<file path="src/rtl/capture_ctrl_if.sv">
// Capture-controller signal bundle between the TrigCfg/decimator side and the
// capture sequencer. master drives the controls, slave is the sequencer.
interface capture_ctrl_if #(
  parameter int LOG2 = 9
);
  logic            run;
  logic            capture_done;
  logic            wrt_smpl;
  logic            triggered;
  logic [LOG2-1:0] trig_pos;
  logic            we;
  logic [LOG2-1:0] waddr;
  logic [LOG2-1:0] ram_addr;
  logic            armed;
  logic            set_capture_done;

  modport master (
    output run, capture_done, wrt_smpl, triggered, trig_pos,
    input  we, waddr, ram_addr, armed, set_capture_done
  );

  modport slave (
    input  run, capture_done, wrt_smpl, triggered, trig_pos,
    output we, waddr, ram_addr, armed, set_capture_done
  );
endinterface

</file>
<file path="src/rtl/capture_ctrl.sv">
// Capture sequencer for the logic-analyzer sample RAMs: circular write
// pointer, pre-trigger arming, post-trigger count and done handshake.
//
// state  | meaning
// IDLE   | not capturing; ram_addr frozen for dump
// RUN    | filling pre-trigger history, waiting for an accepted trigger
// TRIG   | storing post-trigger samples until tp are written
// DONE   | one-cycle set_capture_done pulse
// WAIT   | hold until host clears capture_done
module capture_ctrl #(
  parameter int ENTRIES = 384,
  parameter int LOG2    = 9
) (
  input  logic           clk,
  input  logic           rst_n,
  capture_ctrl_if.slave  cap
);
  localparam logic [LOG2-1:0] LAST = LOG2'(ENTRIES - 1);
  localparam logic [LOG2:0]   ENT  = (LOG2 + 1)'(ENTRIES);

  typedef enum logic [2:0] {S_IDLE, S_RUN, S_TRIG, S_DONE, S_WAIT} state_t;

  state_t          state_q, state_d;
  logic [LOG2-1:0] waddr_q, waddr_d;
  logic [LOG2-1:0] ram_addr_q, ram_addr_d;
  logic [LOG2-1:0] trig_cnt_q, trig_cnt_d, trig_cnt_inc;
  logic [LOG2:0]   smpl_cnt_q, smpl_cnt_d, smpl_cnt_nxt;
  logic            armed_q, armed_d;
  logic [LOG2-1:0] tp;
  logic [LOG2:0]   arm_thr;
  logic            we;

  // Post-trigger count can never exceed one RAM's worth minus the trigger slot.
  assign tp           = ({1'b0, cap.trig_pos} >= ENT) ? LAST : cap.trig_pos;
  assign arm_thr      = ENT - {1'b0, tp};
  assign we           = cap.wrt_smpl && (state_q == S_RUN || state_q == S_TRIG);
  assign trig_cnt_inc = trig_cnt_q + 1'b1;

  always_comb begin
    smpl_cnt_nxt = smpl_cnt_q;
    if (we && smpl_cnt_q != ENT) smpl_cnt_nxt = smpl_cnt_q + 1'b1;
  end

  always_comb begin
    state_d    = state_q;
    waddr_d    = waddr_q;
    ram_addr_d = ram_addr_q;
    smpl_cnt_d = smpl_cnt_nxt;
    trig_cnt_d = trig_cnt_q;
    armed_d    = armed_q;

    if (we) begin
      waddr_d    = (waddr_q == LAST) ? '0 : waddr_q + 1'b1;
      ram_addr_d = waddr_q;
    end

    case (state_q)
      S_IDLE: begin
        if (cap.run && !cap.capture_done) begin
          state_d    = S_RUN;
          waddr_d    = '0;
          smpl_cnt_d = '0;
          trig_cnt_d = '0;
          armed_d    = 1'b0;
        end
      end
      S_RUN: begin
        if (!cap.run) begin
          state_d = S_IDLE;
          armed_d = 1'b0;
        end else begin
          armed_d = (smpl_cnt_nxt >= arm_thr);
          if (cap.triggered && armed_q) begin
            trig_cnt_d = '0;
            state_d    = (tp == '0) ? S_DONE : S_TRIG;
          end
        end
      end
      S_TRIG: begin
        if (!cap.run) begin
          state_d = S_IDLE;
          armed_d = 1'b0;
        end else if (we) begin
          trig_cnt_d = trig_cnt_inc;
          if (trig_cnt_inc == tp) state_d = S_DONE;
        end
      end
      S_DONE: state_d = S_WAIT;
      S_WAIT: begin
        if (!cap.capture_done) begin
          state_d = S_IDLE;
          armed_d = 1'b0;
        end
      end
      default: state_d = S_IDLE;
    endcase
  end

  always_ff @(posedge clk or negedge rst_n) begin
    if (!rst_n) begin
      state_q    <= S_IDLE;
      waddr_q    <= '0;
      ram_addr_q <= '0;
      smpl_cnt_q <= '0;
      trig_cnt_q <= '0;
      armed_q    <= 1'b0;
    end else begin
      state_q    <= state_d;
      waddr_q    <= waddr_d;
      ram_addr_q <= ram_addr_d;
      smpl_cnt_q <= smpl_cnt_d;
      trig_cnt_q <= trig_cnt_d;
      armed_q    <= armed_d;
    end
  end

  assign cap.we               = we;
  assign cap.waddr            = waddr_q;
  assign cap.ram_addr         = ram_addr_q;
  assign cap.armed            = armed_q;
  assign cap.set_capture_done = (state_q == S_DONE);
endmodule
</file>
<file path="src/flat_wrapper.sv">
// flat-port wrapper written by rule: the top's interface ports become plain ports
module capture_ctrl_flat 
#(
  parameter int ENTRIES = 384,
  parameter int LOG2    = 9
)
  (clk, rst_n, cap_run, cap_capture_done, cap_wrt_smpl, cap_triggered, cap_trig_pos, cap_we, cap_waddr, cap_ram_addr, cap_armed, cap_set_capture_done);
  capture_ctrl_if #(.LOG2(LOG2)) cap_i ();
  input  logic clk;
  input  logic rst_n;
  input wire logic [$bits(cap_i.run)-1:0] cap_run;
  input wire logic [$bits(cap_i.capture_done)-1:0] cap_capture_done;
  input wire logic [$bits(cap_i.wrt_smpl)-1:0] cap_wrt_smpl;
  input wire logic [$bits(cap_i.triggered)-1:0] cap_triggered;
  input wire logic [$bits(cap_i.trig_pos)-1:0] cap_trig_pos;
  output wire logic [$bits(cap_i.we)-1:0] cap_we;
  output wire logic [$bits(cap_i.waddr)-1:0] cap_waddr;
  output wire logic [$bits(cap_i.ram_addr)-1:0] cap_ram_addr;
  output wire logic [$bits(cap_i.armed)-1:0] cap_armed;
  output wire logic [$bits(cap_i.set_capture_done)-1:0] cap_set_capture_done;
  assign cap_i.run = cap_run;
  assign cap_i.capture_done = cap_capture_done;
  assign cap_i.wrt_smpl = cap_wrt_smpl;
  assign cap_i.triggered = cap_triggered;
  assign cap_i.trig_pos = cap_trig_pos;
  assign cap_we = cap_i.we;
  assign cap_waddr = cap_i.waddr;
  assign cap_ram_addr = cap_i.ram_addr;
  assign cap_armed = cap_i.armed;
  assign cap_set_capture_done = cap_i.set_capture_done;
  capture_ctrl #(.ENTRIES(ENTRIES), .LOG2(LOG2)) u_core (.clk(clk), .rst_n(rst_n), .cap(cap_i));
endmodule
</file>
<file path="config.mk">
export PLATFORM = sky130hd
export DESIGN_NAME = capture_ctrl_flat
export DESIGN_NICKNAME = d
export VERILOG_FILES = /design/src/rtl/capture_ctrl_if.sv /design/src/rtl/capture_ctrl.sv /design/src/flat_wrapper.sv
export SDC_FILE = /design/constraint.sdc
export NUM_CORES = 1
export LEC_CHECK = 0
export ABC_AREA = 1
export BUFFER_PORTS_ARGS = -buffer_cell sky130_fd_sc_hd__buf_2
export CAP_MARGIN = 5
export CELL_PAD_IN_SITES_DETAIL_PLACEMENT = 2
export CELL_PAD_IN_SITES_GLOBAL_PLACEMENT = 2
export CORE_ASPECT_RATIO = 1.25
export CORE_UTILIZATION = 35
export DETAILED_ROUTE_END_ITERATION = 10
export GPL_ROUTABILITY_DRIVEN = 0
export PLACE_DENSITY_LB_ADDON = 0.1
export SLEW_MARGIN = 20
export SYNTH_ARGS = -nofsm -noshare
export SYNTH_HDL_FRONTEND = slang
export SYNTH_SLANG_ARGS = --single-unit
</file>
<file path="constraint.sdc">
create_clock -name clk -period 3.8 [get_ports clk]
set_input_delay 0.19 -clock clk [delete_from_list [all_inputs] [get_ports clk]]
set_output_delay 0.19 -clock clk [all_outputs]
set_load 0.01 [all_outputs]
</file>
After elaboration in Yosys (flattened, before gate mapping)
Cells that the tools add are included.
- order comparisons: 2
- $add $sub $neg: 4
- reductions and logical operators: 13
- equal/unequal tests: 17
- mux-type cells: 28
- operator list (cell ; number):
    $mux W9 ; 10
    $mux W10 ; 3
    $pmux W9 S3 ; 1
    $mux W3 ; 7
    $add A9 B1 Y9 const B ; 2
    $pmux W3 S5 ; 1
    $add A10 B1 Y10 const B ; 1
    $ge A10 B10 Y1 ; 1
    $ne A10 B9 Y1 const B ; 1
    $ne A2 B2 Y1 const B ; 5
    $sub A9 B9 Y10 const A ; 1
    $eq A9 B9 Y1 ; 1
    $eq A9 B9 Y1 const B ; 1
    $ge A9 B9 Y1 const B ; 1
    $logic_not A9 Y1 ; 1
    $eq A3 B2 Y1 const B ; 2
    $ne A3 B3 Y1 const B ; 2
    $reduce_and A6 Y1 ; 1
    $mux W1 ; 5
    $reduce_and A5 Y1 ; 1
    $logic_and A1 B1 Y1 ; 4
    $ne A2 B1 Y1 const B ; 2
    $pmux W1 S4 ; 1
    $reduce_and A4 Y1 ; 1
    8 further kinds ; 8
- register bits: 41
- output and inout bits: 21
- word-level logic and storage cells: 70
- input port bits: 15

Depth between registers and ports, before layout
- depth in word-level cells: 8
- gate-level depth with buffers: 17
- depth with buffers taken out: 17

Worst setup path after synthesis
Ideal clock, no wire load.
- path kind: register to register
- start point: reg u_core.state_q[2]
- end point: reg u_core.armed_q (netlist: u_core.cap.armed)
- library setup time: 0.126 ns
- period minus slack after synthesis: 2.407 ns
- data required time: 3.674 ns
- path buffers: 0
- cell stages (with the launch flop): 17
- slack: 1.393 ns
- data arrival time: 2.281 ns
- cells stage by stage: dfrtp_1 inv_1 nand3_1 nand2_2 nand2_4 inv_2 nand2_2 nor3b_2 xor2_1 inv_1 ha_1 a21oi_1 nor2_1 a211oi_1 nand4_1 nand2_1 o21ai_0
- word-level cells in the longest chain between the ends: 8
- elaborated cells on any way between the ends: 16
- those cells by class: 1 x order compare; 6 x eq/ne; 3 x mux; 6 x reduce/logical
- ends and longest elaborated chain (element ; line ; RTL):
    from (decl) ; capture_ctrl.sv:23 ; state_t state_q, state_d;
    from (signal assigned) ; capture_ctrl.sv:108 ; state_q <= state_d;
    $eq A3 B1 Y1 / $eq A3 B2 Y1 (equally long branches) ; capture_ctrl.sv:36, capture_ctrl.sv:57 ;
    $logic_or A1 B1 Y1 ; capture_ctrl.sv:36 ; assign we = cap.wrt_smpl && (state_q == S_RUN || state_q == S_TRIG);
    $logic_and A1 B1 Y1 ; capture_ctrl.sv:36 ;
    $logic_and A1 B1 Y1 ; capture_ctrl.sv:41 ; if (we && smpl_cnt_q != ENT) smpl_cnt_nxt = smpl_cnt_q + 1'b1;
    $mux W10 ; capture_ctrl.sv:41 ;
    $ge A10 B10 Y1 ; capture_ctrl.sv:72 ; armed_d = (smpl_cnt_nxt >= arm_thr);
    $mux W1 ; capture_ctrl.sv:68 ; if (!cap.run) begin
    $pmux W1 S4 ; capture_ctrl.sv:57 ; case (state_q)
    to (signal assigned) ; capture_ctrl.sv:113 ; armed_q <= armed_d;
    to (decl) ; capture_ctrl.sv:28 ; logic armed_q, armed_d;
Several ways; a longest one is shown, not always the timed one.
A chain may end at the register's enable or synchronous reset.

Worst setup path in the final report
Ends and elaborated chain as after synthesis.

==> qor.csv <==
metric;value;unit
synth_cell_types;33;
cp.required;4000;ps
synth_cells;399;
outcome;completed;
hp-start;cap_capture_done;
worstSetupStartpointType;flop;
grt_overflow;0;
yosysSeqAreaShare;0.365;
ant_nets;0;
die-area;8400;µm²
critical_path_depth;16;
vias;2723;
pwr-share-seq;0.378;
ys_ff_latch;41;
hold_path_end;u_core.state_q[2];
placed_area;3090;µm²
row_count;36;
cts_tree;yes;
endpoint_kind;flop;
synth.most_common_cell;nand2_1;
port_buffers;35;
grt_start_max_net_pins;42;
fin_crit_sh;0.786;
r2r_cells;16;
cts_root_buf;clkbuf_8;
synthesis.nets;429;
antenna_found_initial;0;
yosys.area.top_type_share;0.365;
async_flop_share;1.00;
p_leak;0.00170;µW
drv_slew;0;
grt_pass1_wl;13.8;mm
diodes;0;
die_h;102;µm
power_switching;785;µW
crit_slowest_cell;dfrtp_1;
route.detailed.drc;0;
rsz0062_at_grt;false;
max_stage_delay;400;ps
sw_frac_of_total;0.455;
skew;11.1;ps
drive_above_1_share;0.132;
postSynthAreaPerCell;7.05;µm²
fin_area;3210;µm²
htree_levels;2;
syn_to_final_growth;14.3;%
post-dp-hpwl;6.77;mm
ys_dominant_reg_cell;dfrtp_1;
drv_cap;0;
cpLargestDelayFamily;simple AND/OR/NAND/NOR gates;
via_per_inst;5.08;
crit_arrival;3190;ps
cp_max_fo;18;
fp.dieW;82.2;µm
path_cells;inv_1 -> nand3_1 -> nand2_2 -> nand2_4 -> inv_2 -> nand2_2 -> nor3b_2 -> xor2_1 -> inv_1 -> ha_1 -> a21oi_1 -> nor2_1 -> a211oi_1 -> nand4_1 -> nand2_1 -> o21ai_0;
r2r_start;u_core.state_q[2];
power.internal;942;µW
synth_area_leader_cell;dfrtp_1;
peakVddDrop;0.000214;V
wl;8.36;mm
synth_edf_count;0;
cts_resized;0;
cts_buffers;5;
grt_pass1_vias;2923;
powerDensity;538;nW/µm²
rrSetupSlack;810;ps
clockBufferDepth;2;
max_freq;335;MHz
max-slew-margin-rel;0.605;
synth_common_cells;nand2_1 (94), inv_1 (69), nor2_1 (45), dfrtp_1 (41), nand3_1 (33);
startpoint;u_core.state_q[2];
start_util;0.361;
path_class;flop to flop;
tns;0;ps
wl_per_cell;15.6;µm
syn_area;2810;µm²
drt-pass1-iter-count;4;
core_area;7790;µm²
combPwrFrac;0.447;
period_needed;2990;ps
finalSetupViolations;0;
rr_endpoint;u_core.cap.armed;
fin_nets;470;
clock_latency;310;ps
synthTopCellsByArea;dfrtp_1 (36%), nand2_1 (13%), inv_1 (9.2%);
io_pins;36;
hold_class;primary input to flop;
crit_buf_inv;3;
hold_viol_final;0;
holdPathStages;3;
drt-initial-drc-count;45;
power_frac_clock;0.175;
ys_warn_count;0;
worst_pin_slew;591;ps
clkSinkCount;41;
clkSlewWorstSetupHoldPaths;90;ps
grtUsageTotal;0.216;
[worst max path at each step]
stage | end
floorplan | u_core.cap.armed
global placement | u_core.cap.armed
detailed placement | u_core.cap.armed
CTS | u_core.cap.armed
global route | u_core.cap.armed
finish | u_core.cap.armed
[area by class of cell]
class	count	area [µm²]
Clock buffer	5	68.8
Clock inverter	3	21.3
Fill cell	959	4580
Inverter	72	270
Multi-Input combinational cell	283	1500
Sequential cell	41	1030
Tap cell	95	119
Timing Repair Buffer	37	213
[state kept, by name, indices dropped and copies added (netlist names)]
name                 cells
u_core.state_q           3
u_core.cap.armed         1
u_core.smpl_cnt_q       10
u_core.cap.ram_addr      9
u_core.trig_cnt_q        9
u_core.cap.waddr         9
[tightest hold or removal path: stages]
cell and delay, ps:
buf_2 90, nand3_1 90, nand2_1 80
[layer usage]
metal	part of all wire	global-route usage	vias to the layer above
met5	0	0	-
met4	0.012	0.0607	0
met3	0.015	0.0321	7
met2	0.54	0.408	20
met1	0.43	0.247	1343
li1	-	-	1353
[power groups by stage]
stage | clock network [µW] | logic [µW] | registers, µW
floorplan | 0 | 512 | 661
global placement | 0 | 742 | 654
detailed placement | 0 | 782 | 664
CTS | 319 | 788 | 654
global route | 331 | 893 | 667
finish | 302 | 772 | 653
[layout by cell type (no fill, tap or decap), types with 2 or more instances in the layout]
master / instances
o22ai_1: 8
nand2_1: 94
clkbuf_8: 5
o21ai_0: 22
xor2_1: 14
nor2_1: 45
a21oi_1: 10
ha_1: 15
inv_1: 69
inv_2: 3
dfrtp_1: 41
nand2_2: 3
nor3_1: 10
o21bai_1: 2
nand4_1: 9
nand3_1: 33
o21ai_1: 3
buf_2: 35
[metrics by stage]
stage	hold slack, ps	instances	util	power [µW]	setup slack (ps)
after floorplan	-106	399	-	1170	1390
after global placement	388	526	0.396	1400	1000
after detailed placement	398	526	0.396	1450	772
after CTS	41.5	534	0.408	1760	763
after global routing	192	536	0.412	1890	388
final	165	536	0.412	1730	814
[what timing repair did]
action                     in CTS  in global routing
hold buffers                    0                  1
hold endpoints to repair        0                 19
setup endpoints to repair       0                  0
buffers inserted                0                  0
[kinds of logic (layout without fill, tap and decap cells)]
group           after synthesis  after routing  share of synthesized area
flops                        41             41                      0.365
compound gates               49             49                     0.0992
simple gates                203            203                      0.318
xor+xnor                     15             15                     0.0467
fa+ha+maj                    15             15                     0.0668
buf+inv                      75            117                      0.103
other cells                   1              1                    0.00133
Power figures use the tool's default switching activity.
